`src/rtl/ipu_pkg.sv`:
```
// Shared opcode encoding and row/opcode decode helpers for the IPU pipeline.
package ipu_pkg;

  typedef enum logic [1:0] {
    OP_ADD = 2'b00,
    OP_MLT = 2'b01,
    OP_MV  = 2'b10,
    OP_RD  = 2'b11
  } op_e;

  // MSB bit index of element j in a row of rw bits built from w-bit elements; element 0 sits at the top.
  function automatic int unsigned elem_msb(input int unsigned j, input int unsigned w,
                                           input int unsigned rw);
    return rw - 1 - j * w;
  endfunction

  // Every opcode except RD writes its destination row.
  function automatic logic op_writes(input logic [1:0] op);
    return op != OP_RD;
  endfunction

  // ADD reads a second full row at AB.
  function automatic logic op_reads_b(input logic [1:0] op);
    return op == OP_ADD;
  endfunction

  // MLT reads the block of N rows starting at AB.
  function automatic logic op_reads_blk(input logic [1:0] op);
    return op == OP_MLT;
  endfunction

endpackage

```
`src/rtl/ipu_lane.sv`:
```
// One element lane: add, column multiply-accumulate or pass-through, with overflow detect and wrap/saturate.
module ipu_lane
  import ipu_pkg::*;
#(
  parameter int unsigned W   = 4,
  parameter int unsigned N   = 4,
  parameter int unsigned SAT = 0
) (
  input  logic [1:0]     i_op,
  input  logic [W-1:0]   i_a,
  input  logic [W-1:0]   i_b,
  input  logic [N*W-1:0] i_avec,
  input  logic [N*W-1:0] i_col,
  output logic [W-1:0]   o_res,
  output logic           o_of
);

  localparam int unsigned RW = N * W;
  localparam int unsigned PW = 2 * W + $clog2(N) + 1;
  localparam logic [PW-1:0] MAXV = PW'({W{1'b1}});

  logic [PW-1:0] w_acc [N+1];
  logic [PW-1:0] w_sum;

  assign w_acc[0] = '0;

  // Dot product of row A with this lane's column of the B block.
  for (genvar k = 0; k < N; k++) begin : g_mac
    assign w_acc[k+1] = w_acc[k] + PW'(i_avec[elem_msb(k, W, RW) -: W]) * PW'(i_col[elem_msb(k, W, RW) -: W]);
  end

  // Full-precision result for the selected operation.
  always_comb begin
    w_sum = '0;
    case (i_op)
      OP_ADD:  w_sum = PW'(i_a) + PW'(i_b);
      OP_MLT:  w_sum = w_acc[N];
      default: w_sum = PW'(i_a);
    endcase
  end

  assign o_of  = (w_sum > MAXV);
  assign o_res = (o_of && (SAT != 0)) ? W'(MAXV) : w_sum[W-1:0];

endmodule

```
`src/rtl/ipu_pipe.sv`:
```
// Three-stage row-vector pipeline (accept, operand fetch, execute, commit) over a host-loadable register file.
module ipu_pipe
  import ipu_pkg::*;
#(
  parameter int unsigned W     = 4,
  parameter int unsigned N     = 4,
  parameter int unsigned DEPTH = 16,
  parameter int unsigned SAT   = 0,
  localparam int unsigned RW   = N * W,
  localparam int unsigned AW   = $clog2(DEPTH)
) (
  input  logic          top_clk,
  input  logic          top_rst,
  input  logic          top_ld_en,
  input  logic [AW-1:0] top_ld_adrs,
  input  logic [RW-1:0] top_ld_data,
  input  logic          top_in_valid,
  output logic          top_in_ready,
  input  logic [1:0]    top_in_op,
  input  logic [AW-1:0] top_in_DA,
  input  logic [AW-1:0] top_in_AA,
  input  logic [AW-1:0] top_in_AB,
  output logic          top_out_valid,
  output logic [RW-1:0] top_out_data,
  output logic [AW-1:0] top_out_adrs,
  output logic          top_OF,
  output logic [15:0]   top_retired
);

  logic [RW-1:0] r_rf [DEPTH];

  logic          r_s1_valid, r_s2_valid, r_s3_valid;
  logic [1:0]    r_s1_op, r_s2_op, r_s3_op;
  logic [AW-1:0] r_s1_da, r_s1_aa, r_s1_ab;
  logic [AW-1:0] r_s2_da, r_s2_aa, r_s3_da, r_s3_aa;
  logic [RW-1:0] r_s2_a;
  logic [N-1:0][RW-1:0] r_s2_rows;
  logic [RW-1:0] r_s3_res;
  logic          r_s3_of;

  logic                 w_hazard, w_accept, w_commit_we;
  logic [N-1:0][AW-1:0] w_row_adr;
  logic [N-1:0][RW-1:0] w_rows;
  logic [N-1:0][RW-1:0] w_col;
  logic [RW-1:0]        w_res;
  logic [N-1:0]         w_of;

  function automatic logic [AW-1:0] wrap_add(input logic [AW-1:0] base, input int unsigned k);
    return AW'((32'(base) + k) % DEPTH);
  endfunction

  // True when a pending write to da would be read by the offered instruction.
  function automatic logic src_hit(input logic [AW-1:0] da, input logic [1:0] op,
                                   input logic [AW-1:0] aa, input logic [AW-1:0] ab);
    logic hit;
    hit = (da == aa);
    if (op_reads_b(op) && (da == ab)) hit = 1'b1;
    if (op_reads_blk(op) && (((32'(da) + DEPTH - 32'(ab)) % DEPTH) < N)) hit = 1'b1;
    return hit;
  endfunction

  // Stall on writers in fetch/execute; a writer at commit lands before the new instruction fetches.
  always_comb begin
    w_hazard = 1'b0;
    if (r_s1_valid && op_writes(r_s1_op) && src_hit(r_s1_da, top_in_op, top_in_AA, top_in_AB))
      w_hazard = 1'b1;
    if (r_s2_valid && op_writes(r_s2_op) && src_hit(r_s2_da, top_in_op, top_in_AA, top_in_AB))
      w_hazard = 1'b1;
  end

  assign top_in_ready = !top_rst && !top_ld_en && !w_hazard;
  assign w_accept     = top_in_valid && top_in_ready;

  // Row fetch addresses for the B block and per-lane column gather.
  for (genvar k = 0; k < N; k++) begin : g_rows
    assign w_row_adr[k] = wrap_add(r_s1_ab, k);
    assign w_rows[k]    = r_rf[w_row_adr[k]];
    for (genvar j = 0; j < N; j++) begin : g_col
      assign w_col[j][elem_msb(k, W, RW) -: W] = r_s2_rows[k][elem_msb(j, W, RW) -: W];
    end
  end

  for (genvar j = 0; j < N; j++) begin : g_lane
    ipu_lane #(.W(W), .N(N), .SAT(SAT)) u_lane (
      .i_op   (r_s2_op),
      .i_a    (r_s2_a[elem_msb(j, W, RW) -: W]),
      .i_b    (r_s2_rows[0][elem_msb(j, W, RW) -: W]),
      .i_avec (r_s2_a),
      .i_col  (w_col[j]),
      .o_res  (w_res[elem_msb(j, W, RW) -: W]),
      .o_of   (w_of[j])
    );
  end

  // Stage valid bits; reset drops everything in flight.
  always_ff @(posedge top_clk) begin
    if (top_rst) begin
      r_s1_valid <= 1'b0;
      r_s2_valid <= 1'b0;
      r_s3_valid <= 1'b0;
    end else begin
      r_s1_valid <= w_accept;
      r_s2_valid <= r_s1_valid;
      r_s3_valid <= r_s2_valid;
    end
  end

  // Stage payloads advance every cycle and are qualified by the valid bits.
  always_ff @(posedge top_clk) begin
    r_s1_op   <= top_in_op;
    r_s1_da   <= top_in_DA;
    r_s1_aa   <= top_in_AA;
    r_s1_ab   <= top_in_AB;
    r_s2_op   <= r_s1_op;
    r_s2_da   <= r_s1_da;
    r_s2_aa   <= r_s1_aa;
    r_s2_a    <= r_rf[r_s1_aa];
    r_s2_rows <= w_rows;
    r_s3_op   <= r_s2_op;
    r_s3_da   <= r_s2_da;
    r_s3_aa   <= r_s2_aa;
    r_s3_res  <= w_res;
    r_s3_of   <= |w_of;
  end

  assign w_commit_we = r_s3_valid && !top_rst && op_writes(r_s3_op);

  // Register file: host load and commit share the edge; the commit write is last so it wins.
  always_ff @(posedge top_clk) begin
    if (top_ld_en) r_rf[top_ld_adrs] <= top_ld_data;
    if (w_commit_we) r_rf[r_s3_da] <= r_s3_res;
  end

  // Commit-side outputs: RD strobe, sticky overflow, retire counter.
  always_ff @(posedge top_clk) begin
    if (top_rst) begin
      top_out_valid <= 1'b0;
      top_out_data  <= '0;
      top_out_adrs  <= '0;
      top_OF        <= 1'b0;
      top_retired   <= '0;
    end else begin
      top_out_valid <= 1'b0;
      if (r_s3_valid) begin
        top_retired <= top_retired + 16'd1;
        if (r_s3_of) top_OF <= 1'b1;
        if (r_s3_op == OP_RD) begin
          top_out_valid <= 1'b1;
          top_out_data  <= r_s3_res;
          top_out_adrs  <= r_s3_aa;
        end
      end
    end
  end

endmodule

```
`config.mk`:
```
export PLATFORM = sky130hd
export DESIGN_NAME = ipu_pipe
export DESIGN_NICKNAME = d
export VERILOG_FILES = /design/src/rtl/ipu_pkg.sv /design/src/rtl/ipu_lane.sv /design/src/rtl/ipu_pipe.sv
export SDC_FILE = /design/constraint.sdc
export NUM_CORES = 1
export LEC_CHECK = 0
export BUFFER_PORTS_ARGS = -buffer_cell sky130_fd_sc_hd__buf_2
export CORE_MARGIN = 2
export CORE_UTILIZATION = 25
export CTS_CLUSTER_DIAMETER = 150
export DETAILED_ROUTE_END_ITERATION = 12
export HOLD_SLACK_MARGIN = 0.08
export MAX_ROUTING_LAYER = met4
export PLACE_DENSITY = 0.41
export SLEW_MARGIN = 30
export SYNTH_ARGS = -nofsm -noshare
export SYNTH_HDL_FRONTEND = slang
export SYNTH_SLANG_ARGS = --single-unit
```
`constraint.sdc`:
```
create_clock -name top_clk -period 22.9 [get_ports top_clk]
set_input_delay 2.29 -clock top_clk [delete_from_list [all_inputs] [get_ports top_clk]]
set_output_delay 2.29 -clock top_clk [all_outputs]
set_load 0.02 [all_outputs]
```
==> key figures <==
Critical path
  – Max FO, Critical Path: 19
  – WS Path Type: reg -> reg
  – CP max stage delay: 0.78 ns
  – Req. time, crit path: roughly 23 ns
  – Crit path launch type: flop
  – Most common cell on crit path: fa_1
  – Worst-path cell chain: nand2_1, fa_1, fa_1, fa_1, fa_1, inv_1, fa_1, inv_1, fa_1, fa_1, inv_1, fa_1, inv_1, fa_1, inv_1, fa_1, xor2_1, a2111oi_0, nand4_1, nor4_1, nand4_1, nor4b_1, a41oi_1
  – CP endpoint kind: flop
  – Crit path arrival time: around 8.5 ns
  – Critical path's slowest cell: dfxtp_1

STA
  – RSZ-0062 raised after global routing: false
  – Fin crit share: about a third
  – Setup TNS: 0 ns
  – Fin. Hold Viols: 0
  – Worst slew pin tran: approximately 1.0 ns
  – Fmax achieved: roughly 130 MHz
  – Tmin final: 7.97 ns
  – # setup viols final: 0
  – Skew final: roughly 0.018 ns
  – Slew Limit Fails: 0
  – Relative slew slack: 29.8%

Synth
  – Seq/Total Area, Yosys: 31.4%
  – Seq cells post-synth: about 430
  – Number of synthesized flops with an enable pin: about 260
  – Synth area leaders: mux4_2, edfxtp_1, fa_1
  – Cells after synthesis: 2666
  – Synth cell types: slightly below 70
  – Syn nets: between 3000 and 4000
  – Biggest area consumer among synthesized cells: mux4_2
  – Synth Cell Area: roughly 35000 um^2
  – Synth top area share: about 25%
  – Synth warn: 0
  – Ys flop type: edfxtp_1
  – Post-synthesis async set-or-reset flop share: 0%
  – Mean Syn Cell Area: between 10 and 15 um^2

Route
  – Via count: between 20000 and 25000
  – Via density: roughly 5.1
  – Post-Route WL: ~120 mm
  – DR pass1 iterations: 5
  – Post-route DRC: 0
  – Metal2 WL: ~56 mm
  – Max Used Layer: met4
  – Drt wl/cell: between 20 and 30 um
  – Antenna viol nets, final: 0
  – DRT met1 WL: 53.6 mm
  – Met3 wire len: between 9 and 10 mm
  – DR iter-0 viols: 2232

Min path
  – Worst Hold Class: reg -> reg

Clocking
  – H-tree levels: 2
  – CTS sink count: between 400 and 500
  – Post-CTS sizing: 0
  – Max clock buf depth: 3
  – Clk slew on worst S/H paths: 0.07 ns
  – CTS tree: built
  – Skew-Pair Late Insertion Delay: just over 0.6 ns
  – Postcts setup bufs: 0
  – Clock root cell: clkbuf_16
  – Cts hold-fix bufs: 0
  – CTS buffer count: 53

Cells and area
  – Fillers: approximately 14000
  – Area grow syn2layout: 13.2%
  – Commonest non-fill, non-tap cell in the layout: mux4_2
  – FF/Latch Area: between 10000 and 15000 um^2
  – Layout cells sized above 1: about a third
  – Area of the multi-input gates: between 20000 and 25000 um^2
  – Nets: roughly 3100
  – Most frequent cells in the layout: mux4_2, inv_1, edfxtp_1

Place
  – Port Buffers: between 70 and 80
  – GPL Wtd Cong: 0.838
  – Post-DP HPWL: roughly 85 mm

Run status
  – Status: finished, final reports clean

Power and ir drop
  – Pwr Total: just over 6 mW
  – PD cells: 153 nW/um^2
  – Max VDD drop: between 0.2 and 0.25 mV
  – Leak Pwr: around 15 nW

Global route
  – Initial antenna violation count: 23
  – Tot GR Track Use: between 10% and 20%
  – Vias in the first global route: about 24000
  – Total congestion overflow: 0
  – First-pass GRT wire length: about 180 mm
  – Largest net degree at the start of global routing: 66

Die
  – Core area: roughly 140000 um^2
  – I/O pin cnt: between 70 and 80
  – Starting Density: about a quarter
  – Site Rows: around 140
  – DIE HEIGHT: 381 um
  – Die Area: approximately 140000 um^2
  – Die W: between 300 and 400 um

Run
  – Max_cap viols: 0
[worst paths after layout]
check	slack (ns)	endpoint	depth (start not counted)	from
setup / recovery	14.93	r_s3_of	23	r_s2_a[9]
hold / removal	0.33	r_s3_aa[3]	0	r_s2_aa[3]
hold reg to reg	0.33	r_s3_aa[3]	0	r_s2_aa[3]
setup reg to reg	14.93	r_s3_of	23	r_s2_a[9]
[registers in the layout, indices dropped and copies added, names as in the netlist, 2 cells and up]
register,flops
r_rf,256
r_s3_da,4
r_s2_da,4
top_retired,16
r_s3_op,2
top_out_adrs,4
top_out_data,16
r_s2_aa,4
r_s3_aa,4
r_s2_op,2
r_s1_ab,4
r_s2_rows,64
r_s1_da,4
r_s1_op,2
r_s3_res,16
r_s2_a,16
r_s1_aa,4
[synthesized netlist by cell type, types with 3 or more instances]
cell and count:
mux4_2 400, inv_1 312, edfxtp_1 256, mux2_2 235
and2_1 212, ha_1 207, fa_1 176, dfxtp_1 172
nand2_1 114, clkbuf_1 104, a21oi_1 58, nor2_1 47
buf_2 41, xnor2_1 40, o21ai_0 36, xor2_1 24
buf_1 19, mux2_4 18, a21o_1 13, o21bai_1 12
mux2i_1 11, nand4_1 11, nand3_1 10, o22ai_1 10
nand2b_1 9, nor2_2 9, nor2b_1 8, nor3_1 8
a211oi_1 7, mux2_1 7, or3_1 7, o21a_1 6
buf_4 5, nor3b_1 5, nor4_1 5, buf_6 4
a22oi_1 3, and3_1 3, o221ai_1 3, or4_1 3
[per-layer routing]
layer  up-vias  global-route usage (%)
li1       9929                       -
met1     12281                    23.4
met2      1082                    26.2
met3       208                    3.04
met4         0                    4.93
met5         -                       -
[power by group]
group	leakage (nW)	switching, mW	total [mW]	internal, mW
registers	3.75	0.115	0.977	0.862
clock network	0.896	0.355	0.864	0.508
logic	10.5	2.48	4.30	1.82
total	15.1	2.95	6.14	3.19
[metrics by stage]
step | util, % | instance area, um^2 | hold WS, ns | setup slack, ns | std cells
after floorplan | - | 35500 | 0.310 | 15.63 | 2666
after global placement | 26.9 | 38000 | 0.316 | 15.00 | 4507
after detailed placement | 27.1 | 38300 | 0.315 | 14.93 | 4517
after CTS | 28.4 | 40100 | 0.329 | 14.92 | 4616
after global routing | 28.4 | 40100 | 0.345 | 14.54 | 4623
final | 28.4 | 40100 | 0.329 | 14.93 | 4627
[area by class of cell]
class | instances | area share (%)
Multi-Input combinational cell | 1751 | 56.3
Inverter | 313 | 2.93
Antenna cell | 11 | 0.0686
Tap cell | 1890 | 5.89
Clock buffer | 74 | 3.97
Clock inverter | 25 | 0.477
Timing Repair Buffer | 135 | 2.56
Sequential cell | 428 | 27.8
[critical path: cells and delay by family (launching register included)]
kind	cells	cell delay, ns
simple gates	5	1.11
flops	1	0.78
buf+inv	5	0.29
xor+xnor	1	0.18
fa+ha+maj	10	4.86
compound gates	2	0.62
[cells by family after synthesis]
logic type	Yosys count	share of synthesized area, %
buffers and inverters	487	5.49
DFF	428	31.4
AOI/OAI and AO/OA	165	2.88
and+or+nand+nor	468	7.25
xor gates and xnor gates	64	1.58
adders and majority gates	383	17.2
muxes	671	34.2
No activity file was read; power rests on OpenSTA's default activity.
